===== src/rtl/alu_pkg.sv =====
// Shared definitions for the ALU operation sequencer and the ALU it drives.
//   state_t : 2-bit sequencer state encoding
//   FN_*    : ALU operation codes presented on the Function bus
package alu_pkg;

  typedef enum logic [1:0] {
    S_IDLE   = 2'd0,
    S_LOAD_B = 2'd1,
    S_EXEC   = 2'd2,
    S_DONE   = 2'd3
  } state_t;

  localparam logic [1:0] FN_ADD = 2'b00;
  localparam logic [1:0] FN_OR  = 2'b01;
  localparam logic [1:0] FN_AND = 2'b10;
  localparam logic [1:0] FN_CAT = 2'b11;

endpackage


===== src/rtl/rise_detect.sv =====
// Rising-edge detector for a level input such as a push key.
// Ports:
//   Clock : system clock, rising edge
//   Reset : synchronous active-high reset, clears the history bit
//   in    : level input
//   pulse : high for the cycle in which in=1 and the previous sample was 0
module rise_detect (
  input  logic Clock,
  input  logic Reset,
  input  logic in,
  output logic pulse
);

  logic prev_q;

  always_ff @(posedge Clock) begin
    if (Reset) prev_q <= 1'b0;
    else       prev_q <= in;
  end

  // History cleared by reset, so a level held through reset release
  // still produces one pulse in the first cycle afterwards.
  assign pulse = in & ~prev_q;

endmodule


===== src/rtl/alu_op_sequencer.sv =====
// Sequences one ALU operation per pair of Go presses: first press loads A,
// second loads B and the op code, then the ALU result is captured one clock
// later and Done pulses for one cycle.
// Ports:
//   Clock, Reset : system clock, synchronous active-high reset
//   Data, Func   : operand switches and requested op code
//   Go           : key level; only rising edges act
//   Acc          : at B-load, take B from the low half of Result
//   ALUout_in    : result from the downstream ALU
//   A, B, Function : registered operands and op code to the ALU
//   Result, Done, Busy, OpCount : captured result, completion pulse,
//                  activity flag, completed-operation count (mod 256)
module alu_op_sequencer
  import alu_pkg::*;
#(
  parameter int N = 4
) (
  input  logic           Clock,
  input  logic           Reset,
  input  logic [N-1:0]   Data,
  input  logic [1:0]     Func,
  input  logic           Go,
  input  logic           Acc,
  input  logic [2*N-1:0] ALUout_in,
  output logic [N-1:0]   A,
  output logic [N-1:0]   B,
  output logic [1:0]     Function,
  output logic [2*N-1:0] Result,
  output logic           Done,
  output logic           Busy,
  output logic [7:0]     OpCount
);

  state_t         state_q;
  logic [N-1:0]   a_q, b_q;
  logic [1:0]     fn_q;
  logic [2*N-1:0] result_q;
  logic [7:0]     opcount_q;
  logic           done_q, busy_q;
  logic           go_edge;
  logic [N-1:0]   b_d;

  rise_detect u_go_edge (
    .Clock (Clock),
    .Reset (Reset),
    .in    (Go),
    .pulse (go_edge)
  );

  // Accumulate mode chains the previous result's low half into B.
  assign b_d = Acc ? result_q[N-1:0] : Data;

  always_ff @(posedge Clock) begin
    if (Reset) begin
      state_q   <= S_IDLE;
      a_q       <= '0;
      b_q       <= '0;
      fn_q      <= '0;
      result_q  <= '0;
      opcount_q <= '0;
      done_q    <= 1'b0;
      busy_q    <= 1'b0;
    end else begin
      case (state_q)
        S_IDLE: begin
          if (go_edge) begin
            a_q     <= Data;
            state_q <= S_LOAD_B;
            busy_q  <= 1'b1;
          end
        end
        S_LOAD_B: begin
          if (go_edge) begin
            b_q     <= b_d;
            fn_q    <= Func;
            state_q <= S_EXEC;
          end
        end
        // The ALU has had one full cycle with stable A/B/Function.
        S_EXEC: begin
          result_q  <= ALUout_in;
          opcount_q <= opcount_q + 8'd1;
          done_q    <= 1'b1;
          state_q   <= S_DONE;
        end
        S_DONE: begin
          done_q  <= 1'b0;
          busy_q  <= 1'b0;
          state_q <= S_IDLE;
        end
        default: begin
          done_q  <= 1'b0;
          busy_q  <= 1'b0;
          state_q <= S_IDLE;
        end
      endcase
    end
  end

  assign A        = a_q;
  assign B        = b_q;
  assign Function = fn_q;
  assign Result   = result_q;
  assign Done     = done_q;
  assign Busy     = busy_q;
  assign OpCount  = opcount_q;

endmodule


===== config.mk =====
export PLATFORM = sky130hd
export DESIGN_NAME = alu_op_sequencer
export DESIGN_NICKNAME = d
export VERILOG_FILES = /design/src/rtl/alu_pkg.sv /design/src/rtl/rise_detect.sv /design/src/rtl/alu_op_sequencer.sv
export SDC_FILE = /design/constraint.sdc
export NUM_CORES = 1
export LEC_CHECK = 0
export CORE_MARGIN = 5
export CORE_UTILIZATION = 43
export CTS_CLUSTER_SIZE = 20
export DETAILED_ROUTE_END_ITERATION = 10
export GPL_TIMING_DRIVEN = 0
export PLACE_DENSITY = 0.77
export SLEW_MARGIN = 20
export SYNTH_ARGS = -nofsm -noshare
export SYNTH_HDL_FRONTEND = slang
export SYNTH_SLANG_ARGS = --single-unit

===== constraint.sdc =====
create_clock -name Clock -period 1.8 [get_ports Clock]
set_input_delay 0.27 -clock Clock [delete_from_list [all_inputs] [get_ports Clock]]
set_output_delay 0.27 -clock Clock [all_outputs]
set_load 0.02 [all_outputs]

# ---- Word-level counts from Yosys, hierarchy flattened
# Index checks and enable logic that the tools add are counted.
dict set report totals {
  reg_bits 31
  inputBits 18
  out_inout_bits 28
  word_cells 31
}
dict set report op_classes {
  n_addsub 1
  n_eq_ne 5
  n_mux 7
  n_bitwise 2
  n_reduce_logical 7
}
# op count
set ops {}
lappend ops {{8-bit by 1-bit adder with 8-bit output (second input constant)} 1}
lappend ops {{2-bit case mux with 4 select lines} 1}
lappend ops {{2-bit AND reduction} 4}
lappend ops {{2-bit == test (second input constant)} 2}
lappend ops {{2-bit 2-to-1 mux} 2}
lappend ops {{4-bit 2-to-1 mux} 1}
lappend ops {{2-bit inequality test (second input constant)} 2}
lappend ops {{1-bit case mux with 2 select lines} 2}
lappend ops {{2-bit nonzero test} 2}
lappend ops {{2-bit by 1-bit == test with 1-bit output (second input constant)} 1}
lappend ops {{2-bit logical NOT} 1}
lappend ops {{1-bit AND} 1}
lappend ops {{1-bit 2-to-1 mux} 1}
lappend ops {{1-bit inverter} 1}

# ---- Logic depth before layout (Yosys ltp)
dict set report logic_depth {
  depth_word 4
  mapped_depth 6
  ltp_nobuf 5
}

# ---- Modules after synthesis
# From an unflattened synthesis, not the netlist that was laid out.
dict set report unflattened {
  cells_unflattened 134
  area_unflattened_um2 1292.5
}
# mod instances cells_per_inst area_per_inst_um2 seq_area_each_um2
set modules_own_cells {}
lappend modules_own_cells {alu_op_sequencer 1 131 1244.9 600.6}
lappend modules_own_cells {rise_detect 1 3 47.5 20.0}

# ---- Worst setup path after synthesis
# Ideal clock, no wire load.
dict set report synth_timing {
  path_kind {register to register}
  startpoint {register opcount_q[0] (netlist: OpCount[0])}
  endpoint {register opcount_q[6] (netlist: OpCount[6])}
  setup_ns 0.071
  arrival_time_ns 1.306
  required_ns 1.729
  path_slack_ns 0.423
  path_stages_with_launch 5
  n_path_buf 0
  synth_period_minus_slack_ns 1.377
  path_cell_list {dfxtp_1 > ha_1 > nand4_1 > or3_1 > a21oi_1}
}
dict set report synth_via {
  elab_chain_len 1
}
# item line_no
set synth_lines {}
lappend synth_lines {{from (decl)} alu_op_sequencer.sv:38} ;# logic [7:0] opcount_q;
lappend synth_lines {{from (signal assigned)} alu_op_sequencer.sv:82} ;# opcount_q <= opcount_q + 8'd1;
lappend synth_lines {{8-bit by 1-bit adder with 8-bit output} alu_op_sequencer.sv:82}
# Every way passes these cells.
# A chain may end at the register's enable or synchronous reset.

# ---- Worst setup path after layout
dict set report layout_timing {
  startpoint {register opcount_q[0] (netlist: OpCount[0])}
  endpoint {output port OpCount[0]}
}
# item line_no
set layout_lines {}
lappend layout_lines {{to (decl)} alu_op_sequencer.sv:31} ;# output logic [7:0] OpCount
# No word-level cell between the ends.

==> flow_summary.yaml <==
status:
  outcome: "complete, no violations"
pwr:
  power_leakage_nw: 0.675
  peakVddDrop_v: 0.000666
  p_total_mw: 2.02
  powerDensity_nw_per_um2: 1110
critical_path:
  worst_setup_path_end_kind: "output port"
  start_kind: "flip-flop"
  worst-path-buf-inv: 1
  worstPathRequired_ns: 1.53
  r2r_cells: 6
  rr_endpoint: "OpCount[5]"
  cp_slowest_cell: "clkdlybuf4s50_1"
  crit_family: "buffers and inverters"
  endpoint: "OpCount[0]"
  cp.arrival_ns: 1.43
  regToRegStartpoint: "state_q[0]"
  crit_cells: 1
  max_stage_delay_ns: 0.65
  cp_cell_sequence: "clkdlybuf4s50_1"
  r2r_slack_ns: 0.33
  crit_start: "OpCount[0]"
  path_class: "flip-flop to output port"
  path_max_fanout: 4
sta:
  rsz0062_at_grt: "no"
  drv_slew: 0
  finalSetupViolCount: 0
  hold_violations: 0
  max_slew_margin_pct: 69.4
  finClkSkew_ns: 0.00950
  timing.fmax_mhz: 587
  tightest_slew_ns: 0.459
  hold_ws_ns: 0.398
  tns_ns: 0
  min_period_over_period_pct: 94.6
  min_period_ns: 1.70
route:
  drtAntennaViolNets: 0
  via_per_inst: 5.02
  wl_per_cell_um: 14.1
  drtIter0Drc: 84
  drc_errors: 0
  num_vias: 1084
  dr.pass1.iters: 3
  postRouteWirelength_mm: 3.05
clocking:
  clkSinkCount: 31
  clkSlewWorstSetupHoldPaths_ns: 0.09
  hold_buffers: 0
  cts_setup_buffers: 0
  insertion_delay_ns: 0.32
  cts_tree: "yes"
  clock-root-buffer: "clkbuf_4"
  cts.path.max_buffers: 2
  cts_buffers: 5
  cts.htree.levels: 2
  cts_resized: 0
placement:
  port_buffers: 44
  globalplace.congestion: 0.697
  dp_hpwl_mm: 2.32
cells_and_area:
  fill_cells: 249
  drive_above_1_share_pct: 5.95
  antenna_cells: 0
  utilization_pct: 64.6
  multi_input_area_um2: 609
  ff_latch_area_um2: 621
  nNetsFinal: 208
  area_growth_pct: 41.2
yosys:
  yosysWarnings: 0
  yosysSeqAreaShare_pct: 48.3
  yosysUniqueCellTypes: 26
  synth_seq_cells: 31
  synth.avg_cell_area_um2: 9.65
  synthCells: 133
  syn-num-nets: 157
  netlist_area_um2: 1280
die:
  die_x_um: 64.6
  initial_core_util_pct: 45.8
  rows: 19
  ios: 46
  coreArea_um2: 2810
  dieArea_um2: 4180
  die_y_um: 64.6
hold_path:
  min_path_type: "input pin to flip-flop"
global_route:
  grt_usage_pct: 15.4
  grt_pass1_wl_mm: 5.03
  grt-ovfl-total: 0
  grt_max_degree: 11
  grt_pass1_vias: 1124
  antenna_found_initial: 0
run:
  maxCapViolations: 0
layer usage:
metal,up-vias,global-route usage [%],wire (µm)
met2,19,27.2,1560
met3,4,3.97,103
met4,0,7.12,39
li1,555,-,-
met5,-,0,0
met1,506,17.3,1350
placed cells by master, fill, tap and decap left out:
cell and n:
nor2b_1 2, o22a_1 1, buf_2 1, buf_4 2
nand2_1 8, nand3b_1 1, nand2b_1 1, clkbuf_1 6
nand3_1 4, clkinv_2 1, a211oi_1 4, mux2i_1 15
clkbuf_4 5, nand4_4 1, a21oi_1 10, o21ai_0 4
buf_6 1, o22ai_1 1, dfxtp_1 31, and3b_1 1
ha_1 6, nor3_1 1, xor2_1 3, nand4_1 2
xnor2_1 1, nor2_1 21, or3_1 5, inv_1 2
clkdlybuf4s50_1 44
flip-flops by register name (all words and copies together) (netlist names):
register and count:
OpCount 8, Result 8, A 4, B 4, Function 2, state_q 2
Busy 1, Done 1, u_go_edge.prev_q 1
kinds of logic after synthesis:
kind of cell	share of synthesized area [%]
adder cells (fa/ha/maj)	5.85
AO/OA/AOI/OAI	8.97
XOR/XNOR	2.73
flip-flops	48.3
buffers and inverters	4.19
multiplexers	11.7
AND/OR/NAND/NOR	18.2
metrics by stage:
step,worst slack (ns),area [µm²],std cells
final,0.0965,1810,216
after global routing,0.0401,1810,216
after CTS,0.0809,1810,216
after detailed placement,0.235,1760,208
after global placement,0.250,1760,208
after floorplan,0.423,1280,133
where the power goes:
| group | total (mW) | internal [mW] | switching (mW) |
|---|---|---|---|
| registers | 0.875 | 0.793 | 0.0814 |
| clock network | 0.371 | 0.152 | 0.219 |
| logic | 0.771 | 0.369 | 0.403 |
cell type report:
type / instances / share of cell area (%)
Clock buffer: 7 / 2.48
Clock inverter: 1 / 0.276
Tap cell: 31 / 2.14
Sequential cell: 31 / 34.2
Inverter: 2 / 0.414
Timing Repair Buffer: 44 / 24.3
Buffer: 8 / 2.55
Multi-Input combinational cell: 92 / 33.6
worst min path at each step:
stage | endpoint | depth (start not counted) | from | slack (ns)
floorplan | u_go_edge.prev_q | 1 | Reset | 0.34
detailed placement | A[2] | 2 | A[2] | 0.45
finish | B[1] | 3 | Acc | 0.40
global route | B[3] | 3 | Acc | 0.38
global placement | A[2] | 2 | A[2] | 0.44
CTS | B[3] | 3 | Acc | 0.39
cell usage after synthesis (all sizes together):
cell | n | area share, %
or3 | 5 | 2.4
a211oi | 4 | 2.3
o22ai | 1 | 0.49
nand3b | 1 | 0.59
and3b | 1 | 0.68
xor2 | 3 | 2.0
nand3 | 4 | 1.6
nand2b | 1 | 0.49
nor3 | 1 | 0.39
nor2 | 21 | 6.1
mux2i | 15 | 12
buf | 4 | 2.4
a21oi | 10 | 3.9
nand2 | 8 | 2.3
o21ai | 4 | 1.6
nor2b | 2 | 0.97
xnor2 | 1 | 0.68
ha | 6 | 5.8
dfxtp | 31 | 48
nand4 | 3 | 2.6
inv | 2 | 0.59
o22a | 1 | 0.68
clkbuf | 4 | 1.2
(Power assumes the default switching activity.)
